===== config.mk =====
export PLATFORM = sky130hd
export DESIGN_NAME = control_recirculador
export DESIGN_NICKNAME = d
export VERILOG_FILES = /design/src/rtl/control_recirculador_pkg.sv /design/src/rtl/control_recirculador_registro_umbrales.sv /design/src/rtl/control_recirculador.sv
export SDC_FILE = /design/constraint.sdc
export NUM_CORES = 1
export LEC_CHECK = 0
export ABC_AREA = 1
export ABC_CLOCK_PERIOD_IN_PS = 1700
export CAP_MARGIN = 20
export CORE_UTILIZATION = 42
export CTS_BUF_LIST = sky130_fd_sc_hd__clkbuf_8
export DETAILED_ROUTE_END_ITERATION = 10
export PLACE_DENSITY = 0.81
export SYNTH_ARGS = -nofsm -noshare
export SYNTH_HDL_FRONTEND = slang
export SYNTH_SLANG_ARGS = --single-unit

===== constraint.sdc =====
create_clock -name clk -period 1.7 [get_ports clk]
set_input_delay 0.34 -clock clk [delete_from_list [all_inputs] [get_ports clk]]
set_output_delay 0.34 -clock clk [all_outputs]
set_load 0.01 [all_outputs]

===== src/rtl/control_recirculador_pkg.sv =====
// Shared state encoding and lane helpers for the recirculator controller.
package control_recirculador_pkg;

   localparam int unsigned ST_W    = 3;
   localparam int unsigned N_LANES = 4;

   localparam logic [ST_W-1:0] ST_RESET  = 3'd0;
   localparam logic [ST_W-1:0] ST_INIT   = 3'd1;
   localparam logic [ST_W-1:0] ST_IDLE   = 3'd2;
   localparam logic [ST_W-1:0] ST_ACTIVE = 3'd3;
   localparam logic [ST_W-1:0] ST_ERROR  = 3'd4;

   function automatic logic todas_vacias(input logic [N_LANES-1:0] vacias);
      return &vacias;
   endfunction

endpackage


===== src/rtl/control_recirculador_registro_umbrales.sv =====
// Almost-full / almost-empty threshold pair with load enable, async reset to
// defaults and an ordering check on the stored values.
module control_recirculador_registro_umbrales #(
   parameter int unsigned          UMBRAL_W     = 3,
   parameter logic [UMBRAL_W-1:0]  UMBRAL_A_RST = 3'd6,
   parameter logic [UMBRAL_W-1:0]  UMBRAL_B_RST = 3'd1
) (
   input  logic                clk,
   input  logic                reset,
   input  logic                carga,
   input  logic [UMBRAL_W-1:0] umbral_a_in,
   input  logic [UMBRAL_W-1:0] umbral_b_in,
   output logic [UMBRAL_W-1:0] umbral_a_out,
   output logic [UMBRAL_W-1:0] umbral_b_out,
   output logic                almacen_ok
);

   logic [UMBRAL_W-1:0] umbral_a_q, umbral_a_d;
   logic [UMBRAL_W-1:0] umbral_b_q, umbral_b_d;

   always_comb begin
      umbral_a_d = umbral_a_q;
      umbral_b_d = umbral_b_q;
      if (carga) begin
         umbral_a_d = umbral_a_in;
         umbral_b_d = umbral_b_in;
      end
   end

   always_ff @(posedge clk or negedge reset) begin
      if (!reset) begin
         umbral_a_q <= UMBRAL_A_RST;
         umbral_b_q <= UMBRAL_B_RST;
      end else begin
         umbral_a_q <= umbral_a_d;
         umbral_b_q <= umbral_b_d;
      end
   end

   assign umbral_a_out = umbral_a_q;
   assign umbral_b_out = umbral_b_q;
   assign almacen_ok   = (umbral_b_q < umbral_a_q);

endmodule


===== src/rtl/control_recirculador.sv =====
// Moore sequencer for the 4-lane recirculator: gates 'active', owns the FIFO
// thresholds and latches per-lane error history.
module control_recirculador
   import control_recirculador_pkg::*;
#(
   parameter int unsigned          UMBRAL_W     = 3,
   parameter logic [UMBRAL_W-1:0]  UMBRAL_A_RST = 3'd6,
   parameter logic [UMBRAL_W-1:0]  UMBRAL_B_RST = 3'd1
) (
   input  logic                clk,
   input  logic                reset,
   input  logic                init,
   input  logic [UMBRAL_W-1:0] umbral_a_in,
   input  logic [UMBRAL_W-1:0] umbral_b_in,
   input  logic [3:0]          fifo_empty,
   input  logic [3:0]          fifo_error,
   output logic                active,
   output logic                idle,
   output logic                error,
   output logic [3:0]          error_lane,
   output logic                config_ok,
   output logic [UMBRAL_W-1:0] umbral_a_out,
   output logic [UMBRAL_W-1:0] umbral_b_out,
   output logic [2:0]          estado
);

   logic [ST_W-1:0] estado_q, estado_d;
   logic [3:0]      error_lane_q, error_lane_d;
   logic            carga;
   logic            umbral_valido;
   logic            almacen_ok;
   logic            hay_error;

   assign umbral_valido = (umbral_b_in < umbral_a_in);
   assign hay_error     = |fifo_error;

   always_comb begin
      estado_d     = estado_q;
      carga        = 1'b0;
      error_lane_d = error_lane_q | fifo_error;
      case (estado_q)
         ST_RESET:  estado_d = ST_INIT;
         ST_INIT: begin
            // Invalid pairs are never stored, so the registers always hold a legal config.
            carga = umbral_valido;
            if (hay_error)                   estado_d = ST_ERROR;
            else if (!init && umbral_valido) estado_d = ST_IDLE;
         end
         ST_IDLE: begin
            if (hay_error)                      estado_d = ST_ERROR;
            else if (init)                      estado_d = ST_INIT;
            else if (!todas_vacias(fifo_empty)) estado_d = ST_ACTIVE;
         end
         ST_ACTIVE: begin
            if (hay_error)                     estado_d = ST_ERROR;
            else if (init)                     estado_d = ST_INIT;
            else if (todas_vacias(fifo_empty)) estado_d = ST_IDLE;
         end
         ST_ERROR:  estado_d = ST_ERROR;
         default:   estado_d = ST_ERROR;
      endcase
   end

   always_ff @(posedge clk or negedge reset) begin
      if (!reset) begin
         estado_q     <= ST_RESET;
         error_lane_q <= 4'b0000;
      end else begin
         estado_q     <= estado_d;
         error_lane_q <= error_lane_d;
      end
   end

   control_recirculador_registro_umbrales #(
      .UMBRAL_W     (UMBRAL_W),
      .UMBRAL_A_RST (UMBRAL_A_RST),
      .UMBRAL_B_RST (UMBRAL_B_RST)
   ) u_registro_umbrales (
      .clk          (clk),
      .reset        (reset),
      .carga        (carga),
      .umbral_a_in  (umbral_a_in),
      .umbral_b_in  (umbral_b_in),
      .umbral_a_out (umbral_a_out),
      .umbral_b_out (umbral_b_out),
      .almacen_ok   (almacen_ok)
   );

   always_comb begin
      active     = (estado_q == ST_ACTIVE);
      idle       = (estado_q == ST_IDLE);
      error      = (estado_q == ST_ERROR);
      error_lane = error_lane_q;
      estado     = estado_q;
      // While configuring, report on the pair being offered rather than the stored one.
      config_ok  = (estado_q == ST_INIT) ? umbral_valido : almacen_ok;
   end

endmodule

# After elaboration in Yosys (flattened, before gate mapping)
# Cells that the tools add are included.
# Widths: inputs -> output; s select.
# classes
bitwise_logic	1
div_mod_pow	0
n_reduce_logical	6
order_cmp	2
add_sub_neg	0
mul	0
n_shift	0
mux	11
eq_ne	7
# ops
cell	n
$mux 3	8
$pmux 3 s4	1
$eq 3x2->1 const B	2
$lt 3x3->1	2
$ne 4x2->1 const B	1
$ne 4x4->1 const B	1
$or 4x4->4	1
$reduce_and 4->1	1
$reduce_or 4->1	1
$eq 3x1->1 const B	1
$eq 3x3->1 const B	1
$logic_not 3->1	1
$ne 3x3->1 const B	1
$reduce_and 3->1	1
$mux 1	2
$logic_and 1x1->1	1
$logic_not 1->1	1
# totals
memories	0
wordCells	31
input_bits	17
output_inout_bits	17
romBits	0
ram_bits	0
register_bits	13
latchBits	0

# Logic depth before layout (Yosys ltp)
# depth
ltp_word	5
ltp_mapped	10
mapped_depth_nobuf	10

# Cells and area by module
# A second synthesis with hierarchy kept.
# unflattened
hier_cells	101
hier_area_um2	788.3
# modules_own_cells
mod	instances	seq_area_each_um2	area_per_inst_um2	cells_per_inst
control_recirculador	1	175.2	491.7	67
control_recirculador_registro_umbrales	1	153.9	296.5	34

# Worst setup path before layout
# OpenSTA, ideal clock, no wires.
# synth_path
path_kind	input port to output port
from	input port umbral_a_in[2]
to	output port config_ok
n_path_buf	1
t_arrival_ns	1.295
path_stages	6
required_ns	1.360
slack_ns	0.065
cell_sequence	inv_1 -> ha_1 -> a21oi_1 -> nand3b_4 -> buf_6 -> nand2_1
# synth_between
elab_chain_cells	2
# synth_rtl
item	line_no	rtl
start, declared	control_recirculador.sv:13	input logic [UMBRAL_W-1:0] umbral_a_in,
$lt 3x3->1	control_recirculador.sv:34	assign umbral_valido = (umbral_b_in < umbral_a_in);
$mux 1	control_recirculador.sv:96	config_ok = (estado_q == ST_INIT) ? umbral_valido : almacen_ok;
end, declared	control_recirculador.sv:21	output logic config_ok,
# Every way passes these cells.

# Worst setup path after layout
# layout_path
from	register u_registro_umbrales.umbral_a_q[2] (netlist: u_registro_umbrales.umbral_a_out[2])
to	output port config_ok
# layout_between
elab_chain_cells	2
# layout_rtl
item	line_no	rtl
start, declared	control_recirculador_registro_umbrales.sv:18	logic [UMBRAL_W-1:0] umbral_a_q, umbral_a_d;
start signal, assigned	control_recirculador_registro_umbrales.sv:35	umbral_a_q <= umbral_a_d;
$lt 3x3->1	control_recirculador_registro_umbrales.sv:42	assign almacen_ok = (umbral_b_q < umbral_a_q);
$mux 1	control_recirculador.sv:96	
# Every way passes these cells.

==> impl_metrics.ini <==
[finish]
fillers = 109
seqCellArea_um2 = 329
nNetsFinal = 164
drive_gt1_share_pct = 33.1
area_growth_pct = 73.2
antennaDiodeCount = 0
multi_input_area_um2 = 402

[clocking]
cts_root_buffer = clkbuf_8
clk_path_buf_depth = 2
clock_sinks = 13
clk_pin_slew_worst_paths_ns = 0.06
clk_latency_ns = 0.24
cts_tree = done
postCtsHoldBufs = 0
htreeDepth = 1
cts_buffers = 3

[yosys]
yosys_most_used_dff = dfrtp_1
syn_area_per_cell_um2 = 8.11
synthXorXnorAreaFrac_pct = 0
synth-compound-area-share_pct = 11.4
synth_area_leaders = dfrtp_1 (34%), nand2_1 (11%), dfstp_2 (11%)
yosysMostFrequentCell = nand2_1
syn_area_um2 = 746
ys_seq_elements = 13
synthCells = 92
synthAdderAreaFrac_pct = 6.71
synth.area.mux_share_pct = 0
synth_top_family_by_area = simple AND/OR/NAND/NOR gates
postSynth.asyncResetShare_pct = 100
yosys.area.top_type = dfrtp_1
yosys_warnings = 0
synth_nets = 113
synth_commonest_cells = nand2_1 (22), inv_1 (17), nor2_1 (13)
yosysSeqAreaShare_pct = 44.1
synthSimpleGateAreaFrac_pct = 27.7
yosysTopAreaCellShare_pct = 33.6
synth_edf_count = 0
yosysUniqueCellTypes = 16

[placement]
pre_cts_ws_ns = -0.788
portBuffers = 33
place_hpwl_um = 1400
gp_congestion = 0.828

[global_routing]
overflow = 0
grt_pass1_vias = 788
grtUsageMet3_pct = 4.08
grt_use_met2_pct = 40.6
busiest_layer = met2
grt_antenna_before_repair = 0
grt.total_usage_pct = 23.2
grt_pass1_wl_um = 3180
grt_max_degree = 14
grt_use_met1_pct = 24.5

[worst_setup_path]
crit_family = flip-flops
crit_fanout = 2
reg2reg_to = u_registro_umbrales.umbral_a_out[0]
worstSetupPathType = register to output port
arrival_ns = 1.43
cpPeakStageDelay_ns = 0.53
path_buf_inv = 2
worst_r2r_path_depth = 6
path_cells = inv_2 > ha_4 > a21oi_2 > nand3_1 > nand2_1 > buf_2
rr_startpoint = estado[0]
cp_data_required_time_ns = 1.36
slowest_stage = dfstp_2
end_kind = output port
startpoint_type = register
ff2ff_setup_slack_ns = 0.45

[timing]
fin_crit_sh_pct = 104
final_hold_viol_count = 0
finalSetupTns_ns = -0.0749
fin_crit_ns = 1.77
fin_worst_skew_ns = 0.00181
maxSlewViolCount = 0
fmax_ghz = 0.563
relSlewSlack_pct = 83.8
finalSetupViolations = 1
fin_ws_ns = -0.0749
grt_setup_unrepaired = true
whs_ns = 0.358
max_slew.worst_pin.slew_ns = 0.240

[die]
design.core.area_um2 = 1580
die_y_um = 44.1
top_level_ports = 34
start_util_pct = 47.3
row_count = 14
dieArea_um2 = 1950
chipWidth_um = 44.1

[routing]
route.vias.total = 776
firstDrtPassIters = 9
drt_iter0_markers = 16
post_drt_wl_per_cell_um = 12.7
viasPerCell = 4.91
wl_um = 2010
route.detailed.drc = 1
ant_nets = 0

[run]
cap_violations = 0

[hold_path]
hold_path_class = input port to register
holdPathStages = 3
min_to = u_registro_umbrales.umbral_a_out[1]
hp-start = umbral_a_in[1]

[pwr]
power_density_nw_per_um2 = 635
leakagePower_nw = 0.649
peakVddDrop_uv = 446

[status]
violations = DRC, setup timing
run_status = finished, violations left
sequential cells by signal, summed over array words and instances (netlist names):
name	flops
u_registro_umbrales.umbral_b_out	3
error_lane	4
u_registro_umbrales.umbral_a_out	3
estado	3
routing by layer:
layer	up-vias	wire length (um)
li1	386	-
met1	357	789
met2	27	1070
met3	6	96
met4	0	56
met5	-	0
worst max-delay path by stage:
stage                                                    from        end  cells past startpoint
after floorplan                                umbral_a_in[2]  config_ok                      6
after global placement                         umbral_a_in[2]  config_ok                      7
after detailed placement                       umbral_a_in[2]  config_ok                      7
after CTS                                      umbral_a_in[1]  config_ok                      9
after global routing      u_registro_umbrales.umbral_a_out[2]  config_ok                      6
final                     u_registro_umbrales.umbral_a_out[2]  config_ok                      6
kinds of logic (layout without fill, tap and decap cells):
family | after synthesis | count (layout)
and+or+nand+nor | 45 | 45
buffers and inverters | 18 | 68
adders and majority gates | 4 | 4
DFF | 13 | 13
AOI/OAI and AO/OA | 12 | 12
cell usage in the layout, fill, tap and decap left out, types with 4 or more instances in the layout:
| cell | count |
|---|---|
| o21ai_2 | 5 |
| clkdlybuf4s50_1 | 22 |
| dlymetal6s2s_1 | 4 |
| nand3_1 | 4 |
| inv_2 | 4 |
| dfrtp_1 | 10 |
| nor2_1 | 12 |
| nand2_1 | 20 |
| buf_4 | 14 |
| or2_2 | 4 |
| inv_1 | 13 |
| dlygate4sd2_1 | 4 |
area by class of cell:
type	count	area share, %
flip-flops and latches	13	25.5
repair buffers	47	33.3
inverters	17	4.94
well taps	16	1.55
clock inverters	1	0.388
multi-input cells	61	31.1
clock buffers	3	3.20
worst reg2reg max path, stage by stage, from the launching register on:
cell and delay, ns:
dfrtp_1 0.36, buf_4 0.15, nand3_2 0.11, nand3b_4 0.17, buf_4 0.19, nor2_1 0.12, a21oi_2 0.04
per-stage QoR:
| stage | instances | area (um^2) | util, % | total power [mW] |
|---|---|---|---|---|
| 2_1_floorplan | 92 | 746 | - | 0.405 |
| 3_3_place_gp | 152 | 1170 | 74.5 | 0.514 |
| 3_5_place_dp | 152 | 1170 | 74.5 | 0.518 |
| 4_1_cts | 158 | 1250 | 79.4 | 0.810 |
| 5_1_grt | 158 | 1290 | 81.9 | 0.867 |
| 6_report | 158 | 1290 | 81.9 | 0.820 |
power breakdown:
group	switching [mW]	total, mW	internal (mW)
Clock	0.121	0.283	0.162
Combinational	0.0843	0.199	0.115
Sequential	0.0105	0.338	0.327
Total	0.216	0.820	0.604
timing repair:
action	in CTS	in global routing
pin swaps	1	8
buffers inserted	2	0
setup endpoints to repair	11	5
resized for setup	17	13
(Power assumes the default switching activity.)
